==> config.mk <==
export PLATFORM = sky130hd
export DESIGN_NAME = imem_loader_flat
export DESIGN_NICKNAME = d
export VERILOG_FILES = /design/src/rtl/imem_loader_if.sv /design/src/rtl/imem_loader.sv /design/src/flat_wrapper.sv
export SDC_FILE = /design/constraint.sdc
export NUM_CORES = 1
export LEC_CHECK = 0
export ABC_AREA = 1
export BUFFER_PORTS_ARGS = -buffer_cell sky130_fd_sc_hd__buf_2
export CAP_MARGIN = 25
export CORE_UTILIZATION = 45
export CTS_BUF_LIST = sky130_fd_sc_hd__clkbuf_4
export DETAILED_ROUTE_END_ITERATION = 8
export PLACE_DENSITY_LB_ADDON = 0.12
export SYNTH_ARGS = -nofsm -noshare
export SYNTH_HDL_FRONTEND = slang
export SYNTH_SLANG_ARGS = --single-unit
export TNS_END_PERCENT = 1
==> constraint.sdc <==
create_clock -name clk -period 1.6 [get_ports clk]
set_input_delay 0.32 -clock clk [delete_from_list [all_inputs] [get_ports clk]]
set_output_delay 0.32 -clock clk [all_outputs]
set_load 0.05 [all_outputs]
==> src/rtl/imem_loader_if.sv <==
// Instruction-memory line-read channel.
// A valid/ready request carries the 8-byte-aligned line address. The response
// is a single valid pulse with the 64-bit line, one pulse per accepted request.
//   mem_req_valid   loader -> memory   line read request
//   mem_req_ready   memory -> loader   request accepted
//   mem_req_addr    loader -> memory   line address (low 3 bits zero)
//   mem_resp_valid  memory -> loader   line data valid
//   mem_resp_data   memory -> loader   line data
interface imem_loader_if #(
    parameter int DATA_WIDTH = 64
) ();
    logic                  mem_req_valid;
    logic                  mem_req_ready;
    logic [DATA_WIDTH-1:0] mem_req_addr;
    logic                  mem_resp_valid;
    logic [63:0]           mem_resp_data;

    modport master (
        output mem_req_valid,
        output mem_req_addr,
        input  mem_req_ready,
        input  mem_resp_valid,
        input  mem_resp_data
    );

    modport slave (
        input  mem_req_valid,
        input  mem_req_addr,
        output mem_req_ready,
        output mem_resp_valid,
        output mem_resp_data
    );
endinterface

==> src/rtl/imem_loader.sv <==
// Instruction-fetch memory front end.
// Takes one word load at a time from the fetch unit, reads 64-bit lines from
// instruction memory, and returns the selected 32-bit word. The most recently
// filled line is kept so that sequential fetches within that line skip memory.
// A flush (branch redirect) kills the load in progress.
// Ports:
//   clk, rst        clock; asynchronous active-low reset
//   load_addr_i     word address from the fetch PC
//   load_en_i       load request, sampled only while load_busy_o is low
//   load_insn_o     returned word, held until the next load_rdy_o
//   load_busy_o     load in progress or result being presented
//   load_rdy_o      one-cycle pulse qualifying load_insn_o / load_fault_o
//   load_fault_o    misaligned address
//   flush_i         branch redirect, kills the outstanding load
//   mem             line-read channel (master side)
module imem_loader #(
    parameter int DATA_WIDTH = 64,
    parameter int LINE_BYTES = 8
) (
    input  logic                  clk,
    input  logic                  rst,
    input  logic [DATA_WIDTH-1:0] load_addr_i,
    input  logic                  load_en_i,
    output logic [31:0]           load_insn_o,
    output logic                  load_busy_o,
    output logic                  load_rdy_o,
    output logic                  load_fault_o,
    input  logic                  flush_i,
    imem_loader_if.master         mem
);
    localparam int OFF_BITS = $clog2(LINE_BYTES);

    typedef enum logic [1:0] {IDLE, REQ, WAIT, DROP} state_t;

    state_t state, state_next;

    logic [DATA_WIDTH-1:OFF_BITS] req_tag;
    logic                         req_word;
    logic                         buf_valid;
    logic [DATA_WIDTH-1:OFF_BITS] buf_tag;
    logic [63:0]                  buf_data;
    logic                         rdy_pending;
    logic [31:0]                  pend_insn, held_insn;
    logic                         pend_fault, held_fault;

    logic misaligned, hit, accept, fill;

    function automatic logic [31:0] word_sel(input logic [63:0] line, input logic hi);
        return hi ? line[63:32] : line[31:0];
    endfunction

    assign misaligned = |load_addr_i[1:0];
    assign hit        = buf_valid && (load_addr_i[DATA_WIDTH-1:OFF_BITS] == buf_tag);
    assign accept     = (state == IDLE) && !rdy_pending && load_en_i && !flush_i;
    assign fill       = (state == WAIT) && mem.mem_resp_valid && !flush_i;

    always_ff @(posedge clk or negedge rst) begin
        if (!rst) state <= IDLE;
        else      state <= state_next;
    end

    always_comb begin
        state_next = state;
        unique case (state)
            IDLE: if (accept && !misaligned && !hit) state_next = REQ;
            REQ: begin
                // A flush on the handshake cycle still leaves a response in flight.
                if (flush_i)                state_next = mem.mem_req_ready ? DROP : IDLE;
                else if (mem.mem_req_ready) state_next = WAIT;
            end
            WAIT: begin
                if (mem.mem_resp_valid) state_next = IDLE;
                else if (flush_i)       state_next = DROP;
            end
            DROP: if (mem.mem_resp_valid) state_next = IDLE;
            default: state_next = IDLE;
        endcase
    end

    // The result is held in pend_* until presented; it only becomes the
    // visible held value if the rdy cycle is not killed by a flush.
    always_comb begin
        mem.mem_req_valid = (state == REQ);
        mem.mem_req_addr  = {req_tag, {OFF_BITS{1'b0}}};
        load_busy_o       = (state != IDLE) || rdy_pending;
        load_rdy_o        = rdy_pending && !flush_i;
        load_insn_o       = load_rdy_o ? pend_insn  : held_insn;
        load_fault_o      = load_rdy_o ? pend_fault : held_fault;
    end

    always_ff @(posedge clk or negedge rst) begin
        if (!rst) begin
            req_tag     <= '0;
            req_word    <= 1'b0;
            buf_valid   <= 1'b0;
            buf_tag     <= '0;
            buf_data    <= '0;
            rdy_pending <= 1'b0;
            pend_insn   <= '0;
            pend_fault  <= 1'b0;
            held_insn   <= '0;
            held_fault  <= 1'b0;
        end else begin
            rdy_pending <= 1'b0;
            if (accept) begin
                if (misaligned) begin
                    rdy_pending <= 1'b1;
                    pend_fault  <= 1'b1;
                    pend_insn   <= '0;
                end else if (hit) begin
                    rdy_pending <= 1'b1;
                    pend_fault  <= 1'b0;
                    pend_insn   <= word_sel(buf_data, load_addr_i[OFF_BITS-1]);
                end else begin
                    req_tag  <= load_addr_i[DATA_WIDTH-1:OFF_BITS];
                    req_word <= load_addr_i[OFF_BITS-1];
                end
            end
            if (fill) begin
                buf_valid   <= 1'b1;
                buf_tag     <= req_tag;
                buf_data    <= mem.mem_resp_data;
                rdy_pending <= 1'b1;
                pend_fault  <= 1'b0;
                pend_insn   <= word_sel(mem.mem_resp_data, req_word);
            end
            if (load_rdy_o) begin
                held_insn  <= pend_insn;
                held_fault <= pend_fault;
            end
        end
    end
endmodule

==> src/flat_wrapper.sv <==
// flat-port wrapper written by rule: the top's interface ports become plain ports
module imem_loader_flat 
#(
    parameter int DATA_WIDTH = 64,
    parameter int LINE_BYTES = 8
)
  (clk, rst, load_addr_i, load_en_i, load_insn_o, load_busy_o, load_rdy_o, load_fault_o, flush_i, mem_mem_req_valid, mem_mem_req_addr, mem_mem_req_ready, mem_mem_resp_valid, mem_mem_resp_data);
  imem_loader_if #(.DATA_WIDTH(DATA_WIDTH)) mem_i ();
  input  logic clk;
  input  logic rst;
  input  logic [DATA_WIDTH-1:0] load_addr_i;
  input  logic load_en_i;
  output logic [31:0] load_insn_o;
  output logic load_busy_o;
  output logic load_rdy_o;
  output logic load_fault_o;
  input  logic flush_i;
  output wire logic [$bits(mem_i.mem_req_valid)-1:0] mem_mem_req_valid;
  output wire logic [$bits(mem_i.mem_req_addr)-1:0] mem_mem_req_addr;
  input wire logic [$bits(mem_i.mem_req_ready)-1:0] mem_mem_req_ready;
  input wire logic [$bits(mem_i.mem_resp_valid)-1:0] mem_mem_resp_valid;
  input wire logic [$bits(mem_i.mem_resp_data)-1:0] mem_mem_resp_data;
  assign mem_mem_req_valid = mem_i.mem_req_valid;
  assign mem_mem_req_addr = mem_i.mem_req_addr;
  assign mem_i.mem_req_ready = mem_mem_req_ready;
  assign mem_i.mem_resp_valid = mem_mem_resp_valid;
  assign mem_i.mem_resp_data = mem_mem_resp_data;
  imem_loader #(.DATA_WIDTH(DATA_WIDTH), .LINE_BYTES(LINE_BYTES)) u_core (.clk(clk), .rst(rst), .load_addr_i(load_addr_i), .load_en_i(load_en_i), .load_insn_o(load_insn_o), .load_busy_o(load_busy_o), .load_rdy_o(load_rdy_o), .load_fault_o(load_fault_o), .flush_i(flush_i), .mem(mem_i));
endmodule
* After elaboration in Yosys (flattened, before gate mapping)
Cells that the tools add are included.
** Operators by class
- Reduce and logical (&&, ||, !) cells :: 22
- Equal/unequal tests :: 8
- Bitwise operators :: 2
- Mux-type cells :: 24
** Operator list (number)
- $mux W32 :: 7
- $eq A61 B61 Y1 :: 1
- $mux W2 :: 7
- $logic_and A1 B1 Y1 :: 9
- $mux W1 :: 9
- $pmux W2 S4 :: 1
- $eq A2 B2 Y1 const B :: 2
- $logic_not A1 Y1 :: 4
- $ne A2 B2 Y1 const B :: 2
- $reduce_and A4 Y1 :: 1
- $reduce_bool A2 Y1 :: 2
- $ne A3 B2 Y1 const B :: 1
- $ne A3 B3 Y1 const B :: 1
- $reduce_and A3 Y1 :: 1
- $reduce_bool A3 Y1 :: 1
- $eq A2 B1 Y1 const B :: 1
- $logic_not A2 Y1 :: 1
- $not A1 Y1 :: 2
- $reduce_and A2 Y1 :: 1
- $reduce_or A2 Y1 :: 1
- $logic_or A1 B1 Y1 :: 1
** Word-level totals
- Bits of input ports :: 134
- Flip-flop bits (word level) :: 257
- Logic and storage cells :: 67

* Depth between registers and ports, before layout
- Word-level depth :: 8
- Gate-level depth with buffers :: 15

* Worst setup path before layout
No wires, ideal clock.
- Path kind :: register to output
- From :: register u_core.rdy_pending
- To :: output load_insn_o[22]
- Setup slack :: -0.498 ns
- Arrival :: 1.778 ns
- Stages on the path, launching flop included :: 6
- Path buffers :: 1
- Path through :: dfrtp_1 > inv_1 > nor2_1 > clkbuf_1 > nand2_1 > nand2_1
** On the way
- Word-level cells in the longest chain between the ends :: 2
** RTL lines
- start: declaration :: RTL line imem_loader.sv:42 : logic rdy_pending;
- start signal: assignment :: RTL line imem_loader.sv:98 : rdy_pending <= 1'b0;
- start signal: assignment :: RTL line imem_loader.sv:104 : rdy_pending <= 1'b0;
- start signal: assignment :: RTL line imem_loader.sv:107 : rdy_pending <= 1'b1;
- $logic_and A1 B1 Y1 :: RTL line imem_loader.sv:86 : load_rdy_o = rdy_pending && !flush_i;
- via load_rdy_o :: RTL line flat_wrapper.sv:15 : output logic load_rdy_o;
- $mux W32
- end: declaration :: RTL line flat_wrapper.sv:13 : output logic [31:0] load_insn_o;
The timed path passes the listed nets, and every way through them passes these cells.

* Worst setup path after layout
- From :: register u_core.rdy_pending
- To :: output load_insn_o[10]
** On the way
- Word-level cells in the longest chain between the ends :: 2
** RTL lines (RTL line)
- $logic_and A1 B1 Y1 :: imem_loader.sv:86
- $mux W32
Every way passes these cells.

==> results by group <==
Run status
  – Outcome: complete, but fails checks
  – Failing checks: setup timing

Logic synthesis
  – Synth Cell Area: around 0.012 mm^2
  – Netlist cell types: 26
  – YS warnings: 0
  – Synthesized flop and latch total: 257
  – Syn Inst Count: 1,512
  – Sequential share of the synthesized area: 54.7%
  – Post-synth EDFFs: 0
  – Mapped Avg Cell Area: between 7 and 8 um^2
  – Largest area contributor in the netlist: dfrtp_1
  – Post-synth top area share: 54.7%
  – Top FF cell, synth: dfrtp_1
  – Top cells by area, synth: dfrtp_1, nand2_1, o21ai_0
  – Asr flop ratio synth: 100%

Floorplanning
  – Die Area: 0.0268 mm^2
  – Row count: 58
  – Core area: roughly 0.025 mm^2
  – Die Span X: 164 um
  – IO Count: 234
  – Starting Density: 46.3%
  – Chip Height: approximately 160 um

Global routing
  – Number of global-route vias before repair: 11,100
  – Gr usage total: 25.3%
  – Total gr overflow: 0
  – First-pass GRT wire length: 53,800 um
  – Largest net degree at the start of global routing: 58
  – Initial antenna violation count: 4

Power
  – Gate power share: 42.4%
  – P per Cell Area: between 1500 and 2000 mW/mm^2
  – Switching pwr: roughly 12 mW
  – Clock network power share: roughly a fifth
  – P_int: 17.1 mW
  – Maximum vdd ir drop: 1.26 mV
  – Static Leakage: 9.01 nW
  – Share of power burned in registers: 37.3%
  – Switch share: 41.7%

Critical path
  – Setup crit start kind: register
  – WP data arrival: approximately 1.8 ns
  – FF-to-FF Start: u_core.buf_tag[53]$_DFFE_PN0P_
  – Crit Reg-Reg Endpoint: u_core.pend_insn[11]$_DFFE_PN0P_
  – R2R Setup Slk: -0.24 ns
  – Crit path capture type: output port
  – R2R cell count: 13
  – Worst setup path class: register to output port
  – CP required: 1.28 ns
  – Critical Path Fanout Max: 8

STA
  – Max Slew Vio Count: 0
  – Final Critical Period: between 2 and 2.5 ns
  – TNS Setup: -31.52 ns
  – Final worst path period share: 135%
  – Final setup violation count: 135
  – F_max: 0.464 GHz
  – Final Hold Fails: 0
  – Worst Clk Skew: between 0.04 and 0.05 ns
  – RSZ-0062 raised after global routing: true
  – Final setup margin: -0.553 ns
  – Worst hold slack: 0.0800 ns

Finish
  – Share of cells above drive strength 1: around 25%
  – Final nets: about 2,100
  – Area delta synth->final: 44.0%
  – Commonest cells after routing, fill and taps aside: nand2_1, dfrtp_1, o21ai_0
  – Most common cell after layout, fill and taps aside: nand2_1

Drt
  – DR WL/cell: roughly 15 um
  – First DRT Iteration DRCs: 711
  – DRC Markers: 0
  – WL final: 33,700 um
  – Detailed Routing Iterations Pass 1: 5
  – DRT antenna net count: 0
  – Avg Vias per Cell: 4.81
  – Via Count: ~11,000

Placed design
  – Post-DP HPWL: around 21,000 um
  – PortBufs: 230
  – Routability cong.: 0.792

CTS
  – Clk sinks: 257
  – Clock Latency Late Sink: approximately 0.67 ns
  – Inserted Clock Buffers: 71
  – TritonCTS clock tree: yes
  – Clock Tree Root: clkbuf_4
  – Clk pin slew, worst setup/hold paths: 0.07 ns
  – H-tree depth: 3
  – Clk buf depth: 3

Min path
  – Hold depth: 6
  – Min-delay src: mem_mem_resp_valid
  – Worst min-delay path endpoint: u_core.state[1]$_DFFE_PN0P_
  – Hold Path Class: primary input to register

Job
  – Max Cap Viol: 0
-- routing by layer --
metal,vias to the layer above,share of wire [%],GRT usage [%]
li1,5564,-,-
met1,5191,44,32.9
met2,337,47,41.1
met3,60,6.5,5.82
met4,2,2.3,9.85
met5,-,0.039,0
-- sequential cells by signal (all words and copies together), names as in the netlist --
register / count
u_core.buf_data: 64
u_core.req_word: 1
u_core.state: 2
u_core.pend_insn: 32
u_core.req_tag: 61
u_core.pend_fault: 1
u_core.buf_tag: 61
u_core.held_insn: 32
u_core.buf_valid: 1
u_core.rdy_pending: 1
u_core.held_fault: 1
-- worst max-delay path by stage --
stage,startpoint,endpoint,slack (ns),cells past startpoint
finish,u_core.rdy_pending$_DFF_PN0_,load_insn_o[10],-0.55,7
global route,u_core.rdy_pending$_DFF_PN0_,load_insn_o[14],-0.67,7
CTS,u_core.rdy_pending$_DFF_PN0_,load_insn_o[3],-0.62,7
detailed placement,load_addr_i[57],u_core.pend_insn[3]$_DFFE_PN0P_,-0.37,15
global placement,load_addr_i[57],u_core.req_tag[17]$_DFFE_PN0P_,-0.34,13
floorplan,u_core.rdy_pending$_DFF_PN0_,load_insn_o[22],-0.13,5
-- power by group through the flow --
stage / combinational, mW / sequential, mW / clock, mW
after floorplan: 5.06 / 13.0 / 0
after global placement: 10.3 / 10.7 / 0
after detailed placement: 10.5 / 10.8 / 0
after CTS: 12.1 / 10.9 / 6.10
after global routing: 13.5 / 11.2 / 6.44
final: 12.4 / 10.9 / 5.92
-- layout make-up --
class | count | area (um^2)
clock buffers | 106 | 796
fillers | 2080 | 8470
clock inverters | 11 | 77.6
well taps | 330 | 413
diodes | 4 | 10.0
repair buffers | 431 | 4060
inverters | 147 | 557
flip-flops and latches | 257 | 6440
multi-input cells | 1033 | 4580
-- critical path, stage by stage, from the launching register on --
cell and delay [ns]:
dfrtp_1 0.34, inv_2 0.05, nor2_4 0.16, buf_6 0.15
clkbuf_16 0.17, nand2_2 0.06, nand2_2 0.10, buf_8 0.15
-- cell usage after synthesis (4+ instances only) --
library cell,number
inv_1,147
buf_1,4
nand2_1,711
a22oi_1,32
buf_6,11
dfrtp_1,257
o21ai_2,13
buf_4,5
o21ai_1,24
o21ai_0,178
clkbuf_1,55
nand3_1,5
nor2_1,48
-- kinds of logic after synthesis --
| family | count (synthesis) | synth area share, % |
|---|---|---|
| xor gates and xnor gates | 4 | 0.298 |
| muxes | 1 | 0.0958 |
| and+or+nand+nor | 773 | 25.0 |
| buffers and inverters | 224 | 8.03 |
| AOI/OAI and AO/OA | 252 | 11.9 |
| DFF | 257 | 54.7 |
| other | 1 | 0.0319 |
-- stage by stage --
step / cell area [um^2] / setup slack (ns) / total power [mW] / utilization [%] / std cells
after CTS: 16700 / -0.619 / 29.1 / 65.7 / 2309
final: 16900 / -0.553 / 29.2 / 66.7 / 2319
after floorplan: 11800 / -0.130 / 18.1 / - / 1514
after global placement: 13800 / -0.339 / 21.0 / 54.3 / 2063
after detailed placement: 13800 / -0.365 / 21.3 / 54.3 / 2063
after global routing: 16900 / -0.667 / 31.2 / 66.6 / 2317
-- what timing repair did --
| item | in CTS | in global routing |
|---|---|---|
| buffers inserted | 3 | 5 |
| endpoints found under the hold margin | 381 | 0 |
| gates resized for setup | 233 | 62 |
| hold buffers | 125 | 0 |
| gates cloned | 1 | 1 |
| setup endpoints to repair | 284 | 313 |
| pin swaps | 7 | 29 |
(Power assumes the default switching activity.)
